<file path="config.mk">
export PLATFORM = sky130hd
export DESIGN_NAME = button_counter
export DESIGN_NICKNAME = d
export VERILOG_FILES = /design/src/rtl/button_counter.sv
export SDC_FILE = /design/constraint.sdc
export NUM_CORES = 1
export LEC_CHECK = 0
export CORE_ASPECT_RATIO = 1.1
export CORE_UTILIZATION = 55
export CTS_CLUSTER_DIAMETER = 30
export CTS_CLUSTER_SIZE = 8
export DETAILED_ROUTE_END_ITERATION = 8
export PLACE_DENSITY = 0.74
export SETUP_SLACK_MARGIN = 0.02
export SLEW_MARGIN = 20
export SYNTH_ARGS = -nofsm -noshare
export SYNTH_HDL_FRONTEND = slang
export SYNTH_HIERARCHICAL = 1
export SYNTH_SLANG_ARGS = --single-unit
</file>
<file path="constraint.sdc">
create_clock -name clk -period 7 [get_ports clk]
set_clock_uncertainty 0.05 [all_clocks]
set_input_delay 0.7 -clock clk [delete_from_list [all_inputs] [get_ports clk]]
set_output_delay 0.7 -clock clk [all_outputs]
set_load 0.05 [all_outputs]
</file>
<file path="src/rtl/button_counter.sv">
// Two push buttons (UP/DOWN) synchronized, debounced and edge-detected.
// Each accepted press steps an 8-bit count up or down.

module button_debounce #(
  parameter int DEBOUNCE_BITS = 16,
  parameter int ACTIVE_LOW    = 1
) (
  input  logic clk,
  input  logic rst,
  input  logic pin,
  output logic accept,
  output logic pulse,
  output logic held
);

  localparam logic RELEASED = (ACTIVE_LOW != 0);
  localparam logic [DEBOUNCE_BITS-1:0] COUNT_MAX = {DEBOUNCE_BITS{1'b1}};

  typedef enum logic [1:0] {
    IDLE         = 2'd0,
    PRESS_WAIT   = 2'd1,
    PRESSED      = 2'd2,
    RELEASE_WAIT = 2'd3
  } state_t;

  state_t                   state;
  logic [DEBOUNCE_BITS-1:0] counter;
  logic                     sync_a;
  logic                     sync_b;
  logic                     level;

  // Internally a pressed button always reads as 1.
  assign level = sync_b ^ RELEASED;

  // Combinational so the count register can step on the same edge the pulse rises.
  assign accept = (state == PRESS_WAIT) && level && (counter == COUNT_MAX);

  always_ff @(posedge clk) begin
    if (rst) begin
      sync_a  <= RELEASED;
      sync_b  <= RELEASED;
      state   <= IDLE;
      counter <= '0;
      pulse   <= 1'b0;
      held    <= 1'b0;
    end else begin
      sync_a <= pin;
      sync_b <= sync_a;
      pulse  <= 1'b0;
      case (state)
        IDLE: begin
          held <= 1'b0;
          if (level) begin
            state   <= PRESS_WAIT;
            counter <= '0;
          end
        end
        PRESS_WAIT: begin
          if (!level) begin
            state <= IDLE;
          end else if (counter == COUNT_MAX) begin
            state <= PRESSED;
            pulse <= 1'b1;
            held  <= 1'b1;
          end else begin
            counter <= counter + 1'b1;
          end
        end
        PRESSED: begin
          held <= 1'b1;
          if (!level) begin
            state   <= RELEASE_WAIT;
            counter <= '0;
          end
        end
        RELEASE_WAIT: begin
          if (level) begin
            state <= PRESSED;
          end else if (counter == COUNT_MAX) begin
            state <= IDLE;
            held  <= 1'b0;
          end else begin
            counter <= counter + 1'b1;
          end
        end
        default: begin
          state <= IDLE;
          held  <= 1'b0;
        end
      endcase
    end
  end

endmodule

module button_counter #(
  parameter int         DEBOUNCE_BITS = 16,
  parameter int         ACTIVE_LOW    = 1,
  parameter logic [7:0] RESET_COUNT   = 8'd0
) (
  input  logic       clk,
  input  logic       rst,
  input  logic       btn_up,
  input  logic       btn_dn,
  output logic [7:0] count,
  output logic       up_pulse,
  output logic       dn_pulse,
  output logic       up_held,
  output logic       dn_held
);

  // Index 0 = UP, index 1 = DOWN.
  logic [1:0] pins;
  logic [1:0] accepts;
  logic [1:0] pulses;
  logic [1:0] helds;

  assign pins = {btn_dn, btn_up};

  generate
    for (genvar gi = 0; gi < 2; gi++) begin : g_btn
      button_debounce #(
        .DEBOUNCE_BITS(DEBOUNCE_BITS),
        .ACTIVE_LOW   (ACTIVE_LOW)
      ) u_debounce (
        .clk   (clk),
        .rst   (rst),
        .pin   (pins[gi]),
        .accept(accepts[gi]),
        .pulse (pulses[gi]),
        .held  (helds[gi])
      );
    end
  endgenerate

  assign up_pulse = pulses[0];
  assign dn_pulse = pulses[1];
  assign up_held  = helds[0];
  assign dn_held  = helds[1];

  // Simultaneous presses cancel; wrap-around is the natural 8-bit overflow.
  always_ff @(posedge clk) begin
    if (rst) begin
      count <= RESET_COUNT;
    end else begin
      case (accepts)
        2'b01:   count <= count + 8'd1;
        2'b10:   count <= count - 8'd1;
        default: count <= count;
      endcase
    end
  end

endmodule

</file>
==> out/qor.csv, run 1 <==
metric,value,unit
diodes,0,
cts_inserted_buffers,5,
clock_insertion_delay_worst_skew,300,ps
number_of_standard_cells_after_synthesis,363,
yosys_warnings,6,
synth.area.mux_share,0.0239,
synth-compound-area-share,0.193,
dominantRegCellSynth,dfxtp_1,
firstDrtPassIters,4,
critical-path-top-cell-by-count,ha_1,
worstPathMaxFanout,19,
syn_avg_cell_area,8.50,µm²
antenna_violations_before_repair,0,
ys_ff_latch,52,
holdWs,368,ps
leading_cell_types_in_the_layout_fill_and_taps_excluded,"dfxtp_1, nor2_1, a21oi_1, o21ai_0, xnor2_1",
cts_resized,0,
crit_path_cell_trace,"ha_1, nand3_1, or4_4, nor3b_1, ha_1, xor2_1, ha_1, a41o_1, a32o_1, a31oi_1, or3_1, a21oi_1",
die_x,73.4,µm
fin_total_pwr,0.630,mW
worst_hold_path_type,flop to flop,
placementRows,28,
largest_family_of_logic_cells_by_synthesized_area,simple AND/OR/NAND/NOR gates,
syn-cell-area,0.00308,mm²
synth_xor_area_frac,0.0682,
cp.arrival,3860,ps
grt_max_degree,44,
htree_num_levels,2,
cts_buffer_depth,2,
power.static_leakage,1.16,nW
setup.worst_path.class,flop to flop,
post-route-worst-setup-slack,3260,ps
drt-initial-drc-count,125,
cp-end-kind,flop,
coreArea,0.00540,mm²
slowest_delay,660,ps
hold_violations,0,
placed_cells,437,
power-per-cell-area,191,mW/mm²
layout.cells.most_common,dfxtp_1,
detailedPlace.worstSlack,3290,ps
global_route.usage.total,0.213,
drt_wl_total,6020,µm
post_synth_num_cell_types,63,
async_flop_share,0,
via_count_of_the_first_global_routing_pass,2329,
synthSimpleGateAreaFrac,0.269,
drt_drc_violations_left,0,
cap_viol_max_count,0,
layoutNonFillerInstCount,445,
port-buffer-count,15,
finish.instance_area,0.00330,mm²
holdPathStages,1,
grt_pass1_wl,10100,µm
worst-endpoint-required,7130,ps
report.final.setup_viol,0,
clk_pin_slew,90,ps
placed_cell_area,0.00321,mm²
synth_enable_flop_cells,0,
detail_route.vias_per_cell,5.95,
via_count,2646,
startpoint_type,flop,
worst_ir_drop_vdd,0.0975,mV
detail_route.wl_per_cell,13.5,µm
layout.core_utilization,0.611,
post_synth_fa_ha_maj_area_fraction,0.0527,
clock-sinks,52,
fp.dieArea,0.00591,mm²
synth.yosys.seq_area_share,0.338,
min_period_over_period,0.534,
dieHeight,80.5,µm
floorplan.initialDensity,0.572,
run_status,completed,
root_cell_of_the_clock_tree,clkbuf_8,
slew_violations,0,
synthToLayoutAreaGrowth,6.86,%
ff2ff_path_depth,12,
tightest_slew,688,ps
finalWeightedCongestion,0.863,
dp_hpwl,4250,µm
layout.nets,386,
sum_of_negative_setup_slack,0,ps
timing.max_slew.rel_slack,0.538,
cts_hold_buf,0,
synth.net_count,380,
design.portCount,16,
slowest_stage,ha_1,
rsz0062_at_grt,false,
post_route_cells_drive_above_1_share,0.0811,
post-route-min-period,3740,ps
clock_tree_from_tritoncts,done,
grt-ovfl-total,0,
achievable-frequency,0.267,GHz
postCtsSetupBuffers,0,
antenna_left,0,
layer usage:
layer  track usage  part of all wire
met4        0.0577            0.0073
met2         0.376              0.48
met3        0.0402             0.036
met5             0                 0
met1         0.261              0.47
layout make-up:
type                    count  area [µm²]
multi-input cells         282        1870
repair buffers             16         158
fillers                   498        2100
inverters                  12        45.0
clock buffers               6        72.6
flip-flops and latches     52        1040
well taps                  75        93.8
clock inverters             2        16.3
registers in the layout, summed over array words and instances, names as in the netlist, named ones only:
signal / count
g_btn.u_debounce/counter: 32
count: 8
g_btn.u_debounce/held: 2
g_btn.u_debounce/pulse: 2
g_btn.u_debounce/state: 2
g_btn.u_debounce/sync_a: 2
g_btn.u_debounce/sync_b: 2
power by group:
group | leakage, nW | switching, mW | internal [mW] | total (mW)
Combinational | 0.694 | 0.0918 | 0.0488 | 0.141
Clock | 0.0414 | 0.0975 | 0.0713 | 0.169
Sequential | 0.421 | 0.0120 | 0.309 | 0.321
synth_stat cells (all sizes together), types with 11 or more instances:
master | number | share of area
nand3 | 15 | 0.024
nand2 | 13 | 0.016
xnor2 | 17 | 0.048
buf | 12 | 0.036
o21ai | 19 | 0.031
a21oi | 24 | 0.041
dfxtp | 52 | 0.34
nand4 | 11 | 0.024
inv | 12 | 0.015
ha | 13 | 0.053
nor2 | 40 | 0.049
final timing paths:
| kind | from | endpoint | slack, ps |
|---|---|---|---|
| hold / removal | g_btn[1].u_debounce/sync_a | g_btn[1].u_debounce/sync_b | 370 |
| hold reg to reg | g_btn[1].u_debounce/sync_a | g_btn[1].u_debounce/sync_b | 370 |
| setup / recovery | g_btn[1].u_debounce/counter[0] | count[6] | 3260 |
| setup reg to reg | g_btn[1].u_debounce/counter[0] | count[6] | 3260 |
critical path: cells and delay by family (launching register included):
family | cells | cell delay (ps)
compound gates | 4 | 750
xor+xnor | 1 | 140
fa+ha+maj | 3 | 1160
flops | 1 | 380
simple gates | 4 | 1150
cells by family (layout without fill, tap and decap cells):
logic type,count (synthesis),count (layout)
DFF,52,52
and+or+nand+nor,150,150
buffers and inverters,29,36
xor gates and xnor gates,24,24
muxes,7,7
adders and majority gates,13,13
AOI/OAI and AO/OA,88,88
Power figures use the tool's default switching activity.
==> run 2: changes to the inputs <==
==> constraint.sdc (replaced) <==
create_clock -name clk -period 3.7 [get_ports clk]
set_clock_uncertainty 0.05 [all_clocks]
set_input_delay 0.37 -clock clk [delete_from_list [all_inputs] [get_ports clk]]
set_output_delay 0.37 -clock clk [all_outputs]
set_load 0.05 [all_outputs]
==> run 2 against run 1 <==
Core utilization increased by 0.42 points. Die area is the same. Critical path type unchanged. Sequential share of layout area down 0.21 points. Cell area rose by 0.68%. Critical endpoint unchanged. Largest power group unchanged. Highest routed layer unchanged.
==> out/qor.csv, run 2 (same netlist as run 1, synthesis figures left out) <==
metric,value,unit
run_status,completed,
critical-path-top-cell-by-count,ha_1,
gr-max-usage-layer,met2,
worst_ir_drop_vdd,0.229,mV
clock-sinks,52,
grt_max_degree,24,
global_route.usage.total,0.211,
flip_flop_count_of_the_largest_register_all_copies_and_words_added,32,
slew_violations,0,
via_count,2618,
root_cell_of_the_clock_tree,clkbuf_8,
layout.core_utilization,0.615,
synthToLayoutAreaGrowth,7.59,%
cp-end-kind,flop,
detail_route.wl_per_cell,13.1,µm
achievable-frequency,0.297,GHz
globalRouteMet2Util,0.360,
diodes,0,
worst-endpoint-required,3880,ps
port-buffer-count,15,
coreArea,0.00540,mm²
cts_buffer_depth,2,
timing.critical_path.max_delay_family,simple AND/OR/NAND/NOR gates,
tightest_slew,814,ps
power-per-cell-area,366,mW/mm²
grt-ovfl-total,0,
htree_num_levels,2,
worstPathMaxFanout,7,
sum_of_negative_setup_slack,0,ps
cp.arrival,3540,ps
finalWeightedCongestion,0.862,
antenna_left,0,
crit_path_cell_trace,"ha_1, nand3_1, or4_4, nor3b_1, ha_1, xor2_1, ha_1, a41o_1, a32o_1, a31oi_1, or3_1, a21oi_1",
clk_pin_slew,90,ps
layout.cells.most_common,dfxtp_1,
firstDrtPassIters,4,
cts_hold_buf,0,
grtUsageMet3,0.0389,
cap_viol_max_count,0,
dp_hpwl,4200,µm
dieHeight,80.5,µm
worst_hold_path_type,flop to flop,
fp.dieArea,0.00591,mm²
top_regs,"g_btn.u_debounce/counter (32), count (8)",
drt_drc_violations_left,0,
layout.nets,388,
setup.worst_path.class,flop to flop,
slowest_delay,590,ps
leading_cell_types_in_the_layout_fill_and_taps_excluded,"dfxtp_1, nor2_1, a21oi_1, o21ai_0, xnor2_1",
die_x,73.4,µm
slowest_stage,or4_4,
post_route_cells_drive_above_1_share,0.0887,
clock_insertion_delay_worst_skew,310,ps
rsz0062_at_grt,false,
met1_capacity_usage_during_global_routing,0.265,
cp.buffers_inverters,0,
startpoint_type,flop,
post-route-min-period,3360,ps
via_count_of_the_first_global_routing_pass,2210,
cts_inserted_buffers,5,
grt_pass1_wl,9870,µm
power.static_leakage,1.18,nW
design.portCount,16,
placementRows,28,
cts_resized,0,
min_period_over_period,0.909,
report.final.setup_viol,0,
registers.top_by_ff_count,g_btn.u_debounce/counter,
floorplan.initialDensity,0.572,
antenna_violations_before_repair,0,
drt-initial-drc-count,109,
drt_wl_total,5880,µm
hold_violations,0,
timing.max_slew.rel_slack,0.456,
clock_tree_from_tritoncts,done,
postCtsSetupBuffers,0,
detail_route.vias_per_cell,5.86,
run 2: cell count changes in the layout (fill, tap and decap cells not counted), sizes merged:
cell      before  now
buf            1    3
clkinvlp       1    0
inv           12   13
run 2: metal layers:
layer	share of wire	wire, µm
met4	0.0058	34
met3	0.030	174
met1	0.48	2840
met5	0	0
met2	0.48	2830
run 2: path summary, 6_finish.rpt:
path / start / to / slack, ps / depth (start not counted)
worst max-delay path: g_btn[1].u_debounce/counter[0] / count[6] / 340 / 12
worst min-delay path: g_btn[1].u_debounce/sync_a / g_btn[1].u_debounce/sync_b / 370 / 1
worst max register to register: g_btn[1].u_debounce/counter[0] / count[6] / 340 / 12
worst min register to register: g_btn[1].u_debounce/sync_a / g_btn[1].u_debounce/sync_b / 370 / 1
run 2: power breakdown:
part / total, mW / switching (mW) / internal [mW]
combinational: 0.267 / 0.173 / 0.0931
clock: 0.344 / 0.191 / 0.153
sequential: 0.605 / 0.0215 / 0.584
total: 1.22 / 0.386 / 0.830
run 2: layout make-up:
cell class	instances	area (µm²)
Timing Repair Buffer	18	173
Clock buffer	6	82.6
Fill cell	532	2080
Multi-Input combinational cell	282	1870
Clock inverter	2	13.8
Sequential cell	52	1040
Tap cell	75	93.8
Inverter	12	45.0
run 2: metrics by stage:
step	cells	hold slack, ps	area (µm²)	total power, mW	setup WS [ps]
final	447	372	3320	1.22	338
after global routing	447	385	3320	1.28	53.7
after CTS	447	375	3320	1.23	341
after detailed placement	439	348	3220	0.883	374
after global placement	439	347	3220	0.880	500
after floorplan	363	339	3080	0.820	398
run 2: worst reg2reg max path, cell delays in order (launching register included):
cell and delay, ps:
dfxtp_1 390, ha_1 230, nand3_1 120, or4_4 590
nor3b_1 340, ha_1 250, xor2_1 150, ha_1 300
a41o_1 210, a32o_1 160, a31oi_1 50, or3_1 310
a21oi_1 140
